**src/rtl/inter_result_writer.sv**
```systemverilog
`default_nettype none
// ============================================================================
// inter_result_writer : int8 stream -> zero-extended 32-bit words -> AXI4 INCR
// write bursts. Optional macro INTER_WR_PERF_EN adds perf counters. Rev 1.0
// ============================================================================
module inter_result_writer #(
  parameter int AXI_DW    = 128,
  parameter int AXI_AW    = 64,
  parameter int BURST_LEN = 16,
  parameter int MAX_OUTST = 4
) (
  input  logic                clk,
  input  logic                rstn,
  input  logic                start,
  input  logic [AXI_AW-1:0]   addr_G,
  input  logic [31:0]         num_elems,
  output logic                done,
  output logic                error,
  input  logic                s_valid,
  output logic                s_ready,
  input  logic [7:0]          s_data,
  output logic [AXI_AW-1:0]   m_axi_awaddr,
  output logic [7:0]          m_axi_awlen,
  output logic [2:0]          m_axi_awsize,
  output logic [1:0]          m_axi_awburst,
  output logic                m_axi_awvalid,
  input  logic                m_axi_awready,
  output logic [AXI_DW-1:0]   m_axi_wdata,
  output logic [AXI_DW/8-1:0] m_axi_wstrb,
  output logic                m_axi_wlast,
  output logic                m_axi_wvalid,
  input  logic                m_axi_wready,
  input  logic [1:0]          m_axi_bresp,
  input  logic                m_axi_bvalid,
  output logic                m_axi_bready
`ifdef INTER_WR_PERF_EN
  ,
  output logic [31:0]         perf_busy,
  output logic [31:0]         perf_wstall
`endif
);
  localparam int WPB         = AXI_DW / 32;
  localparam int WPB_LG      = $clog2(WPB);
  localparam int BEAT_BYTES  = AXI_DW / 8;
  localparam int BURST_BYTES = BURST_LEN * BEAT_BYTES;
  localparam int WCW         = $clog2(WPB + 1);
  localparam int OCW         = $clog2(MAX_OUTST + 1);
  localparam logic [WCW-1:0] LAST_WORD  = WCW'(WPB - 1);
  localparam logic [WCW-1:0] FULL_WORDS = WCW'(WPB);
  localparam logic [OCW-1:0] OUTST_MAX  = OCW'(MAX_OUTST);
  localparam logic [8:0]     BURST_MAX  = 9'(BURST_LEN);

  typedef enum logic [2:0] {
    S_IDLE  = 3'd0,
    S_AW    = 3'd1,
    S_W     = 3'd2,
    S_DRAIN = 3'd3,
    S_FIN   = 3'd4
  } state_t;

  state_t           r_state, w_next;
  logic [31:0]      r_elems_left;
  logic [31:0]      r_beats_left;
  logic [8:0]       r_burst_rem;
  logic [WCW-1:0]   r_word_cnt;
  logic [OCW-1:0]   r_outst;
  logic [8:0]       w_burst_beats;
  logic [32:0]      w_num_round;
  logic             w_start_ok, w_aw_hs, w_w_hs, w_s_hs;

  assign w_start_ok    = (r_state == S_IDLE) && start;
  assign w_aw_hs       = m_axi_awvalid && m_axi_awready;
  assign w_w_hs        = m_axi_wvalid && m_axi_wready;
  assign w_s_hs        = s_valid && s_ready;
  assign w_num_round   = {1'b0, num_elems} + 33'(WPB - 1);
  assign w_burst_beats = (r_beats_left >= 32'(BURST_LEN)) ? BURST_MAX : r_beats_left[8:0];
  assign m_axi_awlen   = 8'(w_burst_beats - 9'd1);
  assign m_axi_awsize  = 3'($clog2(BEAT_BYTES));
  assign m_axi_awburst = 2'b01;
  assign m_axi_bready  = 1'b1;
  assign m_axi_wlast   = m_axi_wvalid && (r_burst_rem == 9'd1);

  always_ff @(posedge clk) begin
    if (!rstn) r_state <= S_IDLE;
    else       r_state <= w_next;
  end

  always_comb begin
    w_next        = r_state;
    m_axi_awvalid = 1'b0;
    s_ready       = 1'b0;
    case (r_state)
      S_IDLE:  if (start) w_next = (num_elems == 32'd0) ? S_FIN : S_AW;
      S_AW: begin
        m_axi_awvalid = (r_outst != OUTST_MAX);
        if ((r_outst != OUTST_MAX) && m_axi_awready) w_next = S_W;
      end
      S_W: begin
        s_ready = !m_axi_wvalid && (r_word_cnt != FULL_WORDS) && (r_elems_left != 32'd0);
        if (m_axi_wvalid && m_axi_wready && (r_burst_rem == 9'd1))
          w_next = (r_beats_left != 32'd0) ? S_AW : S_DRAIN;
      end
      S_DRAIN: if (r_outst == '0) w_next = S_FIN;
      S_FIN:   w_next = S_IDLE;
      default: w_next = S_IDLE;
    endcase
  end

  always_ff @(posedge clk) begin
    if (!rstn) begin
      m_axi_awaddr <= '0;
      r_elems_left <= '0;
      r_beats_left <= '0;
      r_burst_rem  <= '0;
      r_word_cnt   <= '0;
      r_outst      <= '0;
      m_axi_wvalid <= 1'b0;
      m_axi_wdata  <= '0;
      m_axi_wstrb  <= '0;
      done         <= 1'b0;
      error        <= 1'b0;
    end else begin
      if (w_start_ok) begin
        m_axi_awaddr <= addr_G;
        r_elems_left <= num_elems;
        r_beats_left <= 32'(w_num_round >> WPB_LG);
        done         <= 1'b0;
        error        <= 1'b0;
      end
      if (w_aw_hs) begin
        m_axi_awaddr <= m_axi_awaddr + AXI_AW'(BURST_BYTES);
        r_beats_left <= r_beats_left - 32'(w_burst_beats);
        r_burst_rem  <= w_burst_beats;
      end
      // A beat goes out when full or when the job's final element lands in it.
      if (w_s_hs) begin
        m_axi_wdata[32*r_word_cnt +: 32] <= {24'd0, s_data};
        m_axi_wstrb[4*r_word_cnt +: 4]   <= 4'hF;
        r_word_cnt   <= r_word_cnt + WCW'(1);
        r_elems_left <= r_elems_left - 32'd1;
        if ((r_word_cnt == LAST_WORD) || (r_elems_left == 32'd1)) m_axi_wvalid <= 1'b1;
      end
      if (w_w_hs) begin
        m_axi_wvalid <= 1'b0;
        m_axi_wdata  <= '0;
        m_axi_wstrb  <= '0;
        r_word_cnt   <= '0;
        r_burst_rem  <= r_burst_rem - 9'd1;
      end
      case ({w_aw_hs, m_axi_bvalid})
        2'b10:   r_outst <= r_outst + OCW'(1);
        2'b01:   if (r_outst != '0) r_outst <= r_outst - OCW'(1);
        default: ;
      endcase
      if (m_axi_bvalid && (m_axi_bresp != 2'b00)) error <= 1'b1;
      if (r_state == S_FIN) done <= 1'b1;
    end
  end

`ifdef INTER_WR_PERF_EN
  always_ff @(posedge clk) begin
    if (!rstn || w_start_ok) begin
      perf_busy   <= '0;
      perf_wstall <= '0;
    end else begin
      if ((r_state != S_IDLE) && (r_state != S_FIN) && (perf_busy != 32'hFFFF_FFFF))
        perf_busy <= perf_busy + 32'd1;
      if (m_axi_wvalid && !m_axi_wready && (perf_wstall != 32'hFFFF_FFFF))
        perf_wstall <= perf_wstall + 32'd1;
    end
  end
`endif

endmodule
`default_nettype wire
```
**config.mk**
```make
export PLATFORM = sky130hd
export DESIGN_NAME = inter_result_writer
export DESIGN_NICKNAME = d
export VERILOG_FILES = /design/src/rtl/inter_result_writer.sv
export SDC_FILE = /design/constraint.sdc
export NUM_CORES = 1
export LEC_CHECK = 0
export BUFFER_PORTS_ARGS = -buffer_cell sky130_fd_sc_hd__clkbuf_2
export CAP_MARGIN = 30
export CORE_MARGIN = 1.5
export CORE_UTILIZATION = 57
export CTS_CLUSTER_SIZE = 40
export DETAILED_ROUTE_END_ITERATION = 12
export GPL_TIMING_DRIVEN = 0
export PLACE_DENSITY_LB_ADDON = 0.08
export SKIP_LAST_GASP = 1
export SYNTH_ARGS = -nofsm -noshare
export SYNTH_HDL_FRONTEND = slang
export SYNTH_SLANG_ARGS = --single-unit
export TNS_END_PERCENT = 10
```
**constraint.sdc**
```tcl
create_clock -name clk -period 9.25 [get_ports clk]
set_input_delay 0.925 -clock clk [delete_from_list [all_inputs] [get_ports clk]]
set_output_delay 0.925 -clock clk [all_outputs]
set_load 0.005 [all_outputs]
```
==> key figures, run 1 <==
Yosys
  – Synth top area cells: dfxtp_1 32%, buf_4 7.5%, nand2_1 6.4%
  – Syn Std Cell Area: ~12000 um^2
  – Synth Area in Compound Gates: a little over a fifth
  – Synthesized-area fraction occupied by adder cells: slightly above 2%
  – Top-area cell type share of the netlist area: 32.1%
  – Post-synthesis mux area share: 2.00%
  – Yosys reg bits: between 150 and 200
  – Area leader, netlist: dfxtp_1
  – Ys async rst share: 0%
  – Synth Area in XOR/XNOR: a little under 3%
  – Cell count after synthesis: approximately 1500
  – Simple-gate share of the synthesized area: between 20 and 30%
  – Post-synth EDFFs: 0
  – Synth warn: 0
  – Ys flop type: dfxtp_1
  – Top-count cell post-synth: nand2_1
  – Sequential area share after synthesis: 32.1%
  – Commonest cells in the netlist: 198 x nand2_1, 185 x dfxtp_1, 130 x a21oi_1
  – Largest family of logic cells by synthesized area: simple AND/OR/NAND/NOR gates
  – Mean post-synth cell area: around 7.6 um^2
  – Yosys cell types: between 80 and 90

Pwr
  – Pleak: roughly 6 nW
  – Sequential share of power: between 30% and 40%
  – Net load switching power: around 1.1 mW
  – Clock power share: 28.5%
  – Comb pwr share: 34.5%
  – Switching part of the total: 41.7%
  – Worst VDD drop: between 100 and 150 uV
  – Int Power: between 1.5 and 2 mW
  – PwrDens: slightly below 200 nW/um^2

Setup path
  – WS Path Type: reg2out
  – Worst Reg-to-Reg Cells: 13
  – Reg2reg setup slack: slightly above 5 ns
  – Reg2reg end: r_beats_left[28]$_SDFFE_PN0P_
  – Critical Path AT: about 3.6 ns
  – RR Startpoint: r_beats_left[5]$_SDFFE_PN0P_
  – CP Max Fanout: 10
  – Worst Setup End Kind: output pin
  – Critical Path Start Type: register
  – Critical path data required time: 8.33 ns

STA
  – Least-Margin Pin Slew: 1.23 ns
  – Fmax: 221 MHz
  – RSZ-0062 raised after global routing: false
  – Worst Skew: 0.0136 ns
  – Setup-failing EPs final: 0
  – Rel. slew slack: between 10% and 20%
  – Final Hold Viols: 0
  – Post-layout min period: between 4 and 5 ns
  – Period utilization: 48.8%
  – Final Max Tran Viols: 0
  – TNS Setup: 0 ns

Final layout
  – N_diodes: 0
  – Area Overhead vs Synth: 22.1%
  – Fill cell count: roughly 1700
  – Layout cells sized above 1: a little under a quarter
  – Final Util: a little under three quarters
  – Layout net count: roughly 2000
  – Fin cells: about 2200

Hold path
  – Hold wc startpoint: error$_SDFFE_PN0P_
  – WHS Path Cells: 2
  – Hold crit path type: reg2reg
  – Worst Hold End: error$_SDFFE_PN0P_

Clocking
  – TritonCTS Sinks: 185
  – Num CTS Buffers: 17
  – CTS Buffer Depth: 2
  – CTS tree: yes
  – Postcts setup bufs: 0
  – Post-CTS Hold Fix Bufs: 0
  – Clock transition at path regs: roughly 0.080 ns
  – Max H-tree Level: 4
  – Root Driver: clkbuf_16
  – CTS-repair resized insts: 0
  – Worst-Skew Late Latency: 0.45 ns

Place
  – Placed cell count: between 2000 and 2500
  – Hpwl dp: ~31 mm
  – Port Buf Inserts: 237
  – Routability cong.: 0.976

Global routing
  – Vias in the first global route: ~12000
  – Grt ovf: 0
  – Largest net degree at the start of global routing: 22
  – Initial antenna violation count: 0
  – All-layer global routing usage: 38.7%
  – First-pass GRT wire length: ~65 mm

Route
  – Top Layer Used: met4
  – WL/cell: ~20 um
  – Total wire length: roughly 42 mm
  – Drt pass-1 iters: 8
  – 1st-iter DRT viols: 1802
  – Number of vias per cell: 6.15
  – Met1 Wirelength: 16.6 mm
  – Post-route DRC: 0
  – WL met3: 5.06 mm
  – Via count: 13247
  – Antenna Nets Post-Route: 0
  – Met2 wire length: 18.5 mm

Die
  – Die Width: about 150 um
  – Core Footprint: between 15000 and 20000 um^2
  – Die area: 21100 um^2
  – Starting density of the core: about 59%
  – Site row count: 51
  – I/O pins: 341
  – Vert. Die Dim: about 150 um

Run status
  – Status: finished clean

Flow run
  – Max_cap viols: 0
placed cells by master (no fill, tap or decap), drive strengths merged, types with 52 or more instances in the layout:
master and count:
buf 133, o21ai 75, clkbuf 326, conb 103, nor4 52, nand3 79
dfxtp 185, a21oi 130, nand2 198, nor2 97
cells by family (layout without fill, tap and decap cells):
kind of cell    after synthesis  in the layout
simple gates                634            634
compound gates              385            385
buf+inv                     232            504
flops                       185            185
xor+xnor                     38             38
mux                          21             21
fa+ha+maj                    18             18
other cells                   2            103
area by class of cell:
| cell class | instances | area [um^2] | share of cell area [%] |
|---|---|---|---|
| tap | 265 | 332 | 2.36 |
| timing repair buffer | 240 | 1210 | 8.61 |
| multi-input combinational | 1199 | 6890 | 48.9 |
| clock buffer | 17 | 425 | 3.02 |
| sequential | 185 | 3700 | 26.3 |
| clock inverter | 15 | 201 | 1.43 |
| buffer | 204 | 1210 | 8.59 |
| inverter | 28 | 105 | 0.747 |
power by group through the flow:
stage	logic [mW]	clock network (mW)	registers, mW
floorplan	0.583	0	0.995
global placement	0.882	0	1.02
detailed placement	0.897	0	1.02
CTS	0.904	0.770	1.00
global route	1.01	0.807	1.02
finish	0.940	0.776	1.01
state kept, by name, indices dropped and copies added, names as in the netlist, 3 cells and up:
| signal | count |
|---|---|
| r_word_cnt | 3 |
| m_axi_awaddr | 64 |
| r_burst_rem | 9 |
| r_outst | 3 |
| m_axi_wstrb | 4 |
| r_beats_left | 32 |
| m_axi_wdata | 32 |
| r_elems_left | 32 |
| r_state | 3 |
stage by stage:
stage	hold WS [ns]	power, mW	setup slack, ns	cell area (um^2)
after CTS	0.456	2.68	4.75	14100
final	0.452	2.73	4.73	14100
after detailed placement	0.443	1.92	5.22	13500
after floorplan	0.427	1.58	5.68	11900
after global routing	0.474	2.84	4.55	14100
after global placement	0.436	1.90	5.27	13400
how the worst max path moves through the flow:
| stage | start | endpoint |
|---|---|---|
| floorplan | r_beats_left[14]$_SDFFE_PN0P_ | m_axi_awlen[4] |
| global placement | r_beats_left[14]$_SDFFE_PN0P_ | m_axi_awlen[4] |
| detailed placement | r_beats_left[14]$_SDFFE_PN0P_ | m_axi_awlen[4] |
| CTS | r_beats_left[14]$_SDFFE_PN0P_ | m_axi_awlen[4] |
| global route | r_beats_left[14]$_SDFFE_PN0P_ | m_axi_awlen[4] |
| finish | r_beats_left[14]$_SDFFE_PN0P_ | m_axi_awlen[4] |
per-layer routing:
metal  up-vias  GRT usage, %
met5         -             0
met4         0          20.3
met3       174          10.3
met2       907          59.3
met1      6074          49.8
li1       6092             -
critical path, cell delays in order, from the launching register on:
cell      delay [ns]
dfxtp_1         0.37
or4_1           0.53
buf_2           0.19
or4_4           0.57
nor3_2          0.47
buf_4           0.26
nand2_1         0.08
ha_1            0.25
and3_1          0.17
o21bai_1        0.15
clkbuf_2        0.11
No activity file was read; power rests on OpenSTA's default activity.
==> inputs of run 2 (changes only) <==
- CORE_UTILIZATION: 57 -> 48
- clock period: 9.25 -> 4.1 ns (I/O delays scaled with it)
==> key figures, run 2 (synthesis gave the netlist of run 1 again) <==
Setup path
  – Critical path data required time: 3.69 ns (-4.64 ns)
  – WS Path Type: reg2out
  – Critical Path AT: 3.68 ns (+0.09 ns)
  – Worst Setup End Kind: output pin
  – Crit. Startpoint: r_beats_left[14]$_SDFFE_PN0P_
  – Worst Reg-to-Reg Cells: 13 (unchanged)
  – RR Startpoint: r_beats_left[5]$_SDFFE_PN0P_
  – Reg2reg end: r_beats_left[16]$_SDFFE_PN0P_
  – CP Max Fanout: 10 (unchanged)
  – Reg2reg setup slack: 0.16 ns (-5.03 ns)
  – Critical Path Start Type: register

Die
  – Site row count: 56 (+9.8%)
  – Die Width: 158 um (+8.8%)
  – I/O pins: 341 (unchanged)
  – Starting density of the core: 49.0% (-9.7 points)
  – Die area: 25000 um^2 (+18%)
  – Core Footprint: 23500 um^2 (+20%)
  – Vert. Die Dim: 158 um (+8.8%)

STA
  – RSZ-0062 raised after global routing: true
  – Final Max Tran Viols: 0 (unchanged)
  – Post-layout min period: about 4.1 ns
  – Worst Skew: 0.0153 ns (+0.00171 ns)
  – Period utilization: between 90% and 100%
  – Fmax: 245 MHz
  – Least-Margin Pin Slew: 0.989 ns (-0.246 ns)
  – Rel. slew slack: 33.4% (+17 points)
  – Final Hold Viols: 0 (unchanged)
  – Hold slack: 0.163 ns (-0.289 ns)
  – Setup-failing EPs final: 0 (unchanged)

Pwr
  – Worst VDD drop: 253 uV (+130%)
  – PwrDens: 436 nW/um^2 (+130%)
  – Pleak: 5.88 nW (+0.31%)

Clocking
  – Num CTS Buffers: 17 (unchanged)
  – Clock transition at path regs: 0.09 ns (about the same)
  – Max H-tree Level: 4 (unchanged)
  – TritonCTS Sinks: 185 (unchanged)
  – Worst-Skew Late Latency: 0.45 ns (about the same)
  – CTS Buffer Depth: 2 (unchanged)
  – Post-CTS Hold Fix Bufs: 0 (unchanged)
  – Postcts setup bufs: 0 (unchanged)
  – Root Driver: clkbuf_16
  – CTS tree: yes

Final layout
  – Layout cells sized above 1: 23.3% (+0.13 points)
  – Max reg flops: 64 (unchanged)
  – Leading cell types in the layout, fill and taps excluded: 239 x clkbuf_2, 198 x nand2_1, 185 x dfxtp_1
  – Largest reg by FF count: m_axi_awaddr
  – Final Util: 60.2% (-11 points)
  – N_diodes: 0 (unchanged)
  – Most common cell after layout, fill and taps aside: clkbuf_2
  – Area Overhead vs Synth: 22.8%
  – Layout net count: 2008 (+0.10%)

Route
  – Drt pass-1 iters: 6 (-2)
  – WL/cell: 19.6 um (-0.15%)
  – Post-route DRC: 0 (unchanged)
  – 1st-iter DRT viols: 1288 (-29%)
  – Via count: 13033 (-1.6%)
  – Number of vias per cell: 5.90 (-4.1%)
  – Total wire length: 43.3 mm (+2.4%)
  – Antenna Nets Post-Route: 0 (unchanged)

Flow run
  – Max_cap viols: 0 (unchanged)

Global routing
  – Grt ovf: 0 (unchanged)
  – Initial antenna violation count: 1 (+1)
  – First-pass GRT wire length: 64.2 mm (-0.79%)
  – All-layer global routing usage: 33.9% (-4.8 points)
  – Largest net degree at the start of global routing: 23 (+4.5%)
  – Vias in the first global route: 11701 (-3.6%)

Run status
  – Status: finished clean

Place
  – Hpwl dp: 31.9 mm (+3.1%)
  – Port Buf Inserts: 237 (unchanged)
  – Routability cong.: 0.951 (-2.6%)

Hold path
  – WHS Path Cells: 3 (+1)
  – Worst Hold End: m_axi_awaddr[19]$_SDFFE_PN0P_
  – Hold wc startpoint: addr_G[19]
  – Hold crit path type: in2reg
run 2: report_power, final:
group          internal (mW)  total [mW]  switching [mW]
clock                  0.849        1.78           0.926
sequential              2.01        2.28           0.267
combinational          0.731        2.12            1.39
run 2: critical path, stage by stage (launching register included):
cell	delay [ns]
dfxtp_1	0.38
or4_1	0.52
buf_2	0.19
or4_4	0.57
nor3_2	0.52
buf_4	0.28
nand2_1	0.10
ha_1	0.25
and3_1	0.16
o21bai_1	0.15
clkbuf_2	0.11
run 2: per-stage QoR:
step,setup TNS (ns),instances,instance area (um^2),power (mW),worst slack (ns)
4_1_cts,0,2207,14100,6.10,0.0525
3_3_place_gp,0,2172,13500,4.32,0.225
6_report,0,2209,14200,6.17,0.0147
3_5_place_dp,0,2175,13500,4.34,0.188
2_1_floorplan,0,1616,11900,3.56,1.03
5_1_grt,-0.164,2209,14200,6.43,-0.111
run 2: worst max-delay path by stage:
stage                                          to
detailed placement  r_beats_left[28]$_SDFFE_PN0P_
finish                             m_axi_awlen[4]
global route                       m_axi_awlen[4]
global placement    r_beats_left[28]$_SDFFE_PN0P_
CTS                                m_axi_awlen[4]
floorplan           r_beats_left[28]$_SDFFE_PN0P_
run 2: cell type report:
cell class	instances	area, um^2
Fill cell	2304	9380
Clock buffer	17	425
Timing Repair Buffer	242	1220
Tap cell	319	399
Inverter	28	105
Multi-Input combinational cell	1199	6900
Sequential cell	185	3700
Clock inverter	15	206
Buffer	204	1210
run 2: repair_timing:
item | CTS | global route
hold endpoints to repair | 0 | 0
resized for setup | 0 | 1
setup endpoints to repair | 0 | 10
run 2: routing by layer:
metal / up-vias / part of all wire [%] / global-route usage, % / wire length (um)
li1: 6096 / - / - / -
met5: - / 0 / 0 / 0
met1: 6032 / 41 / 44.1 / 17700
met3: 107 / 11 / 7.42 / 4710
met4: 0 / 3.5 / 14.2 / 1520
met2: 798 / 45 / 54.1 / 19400
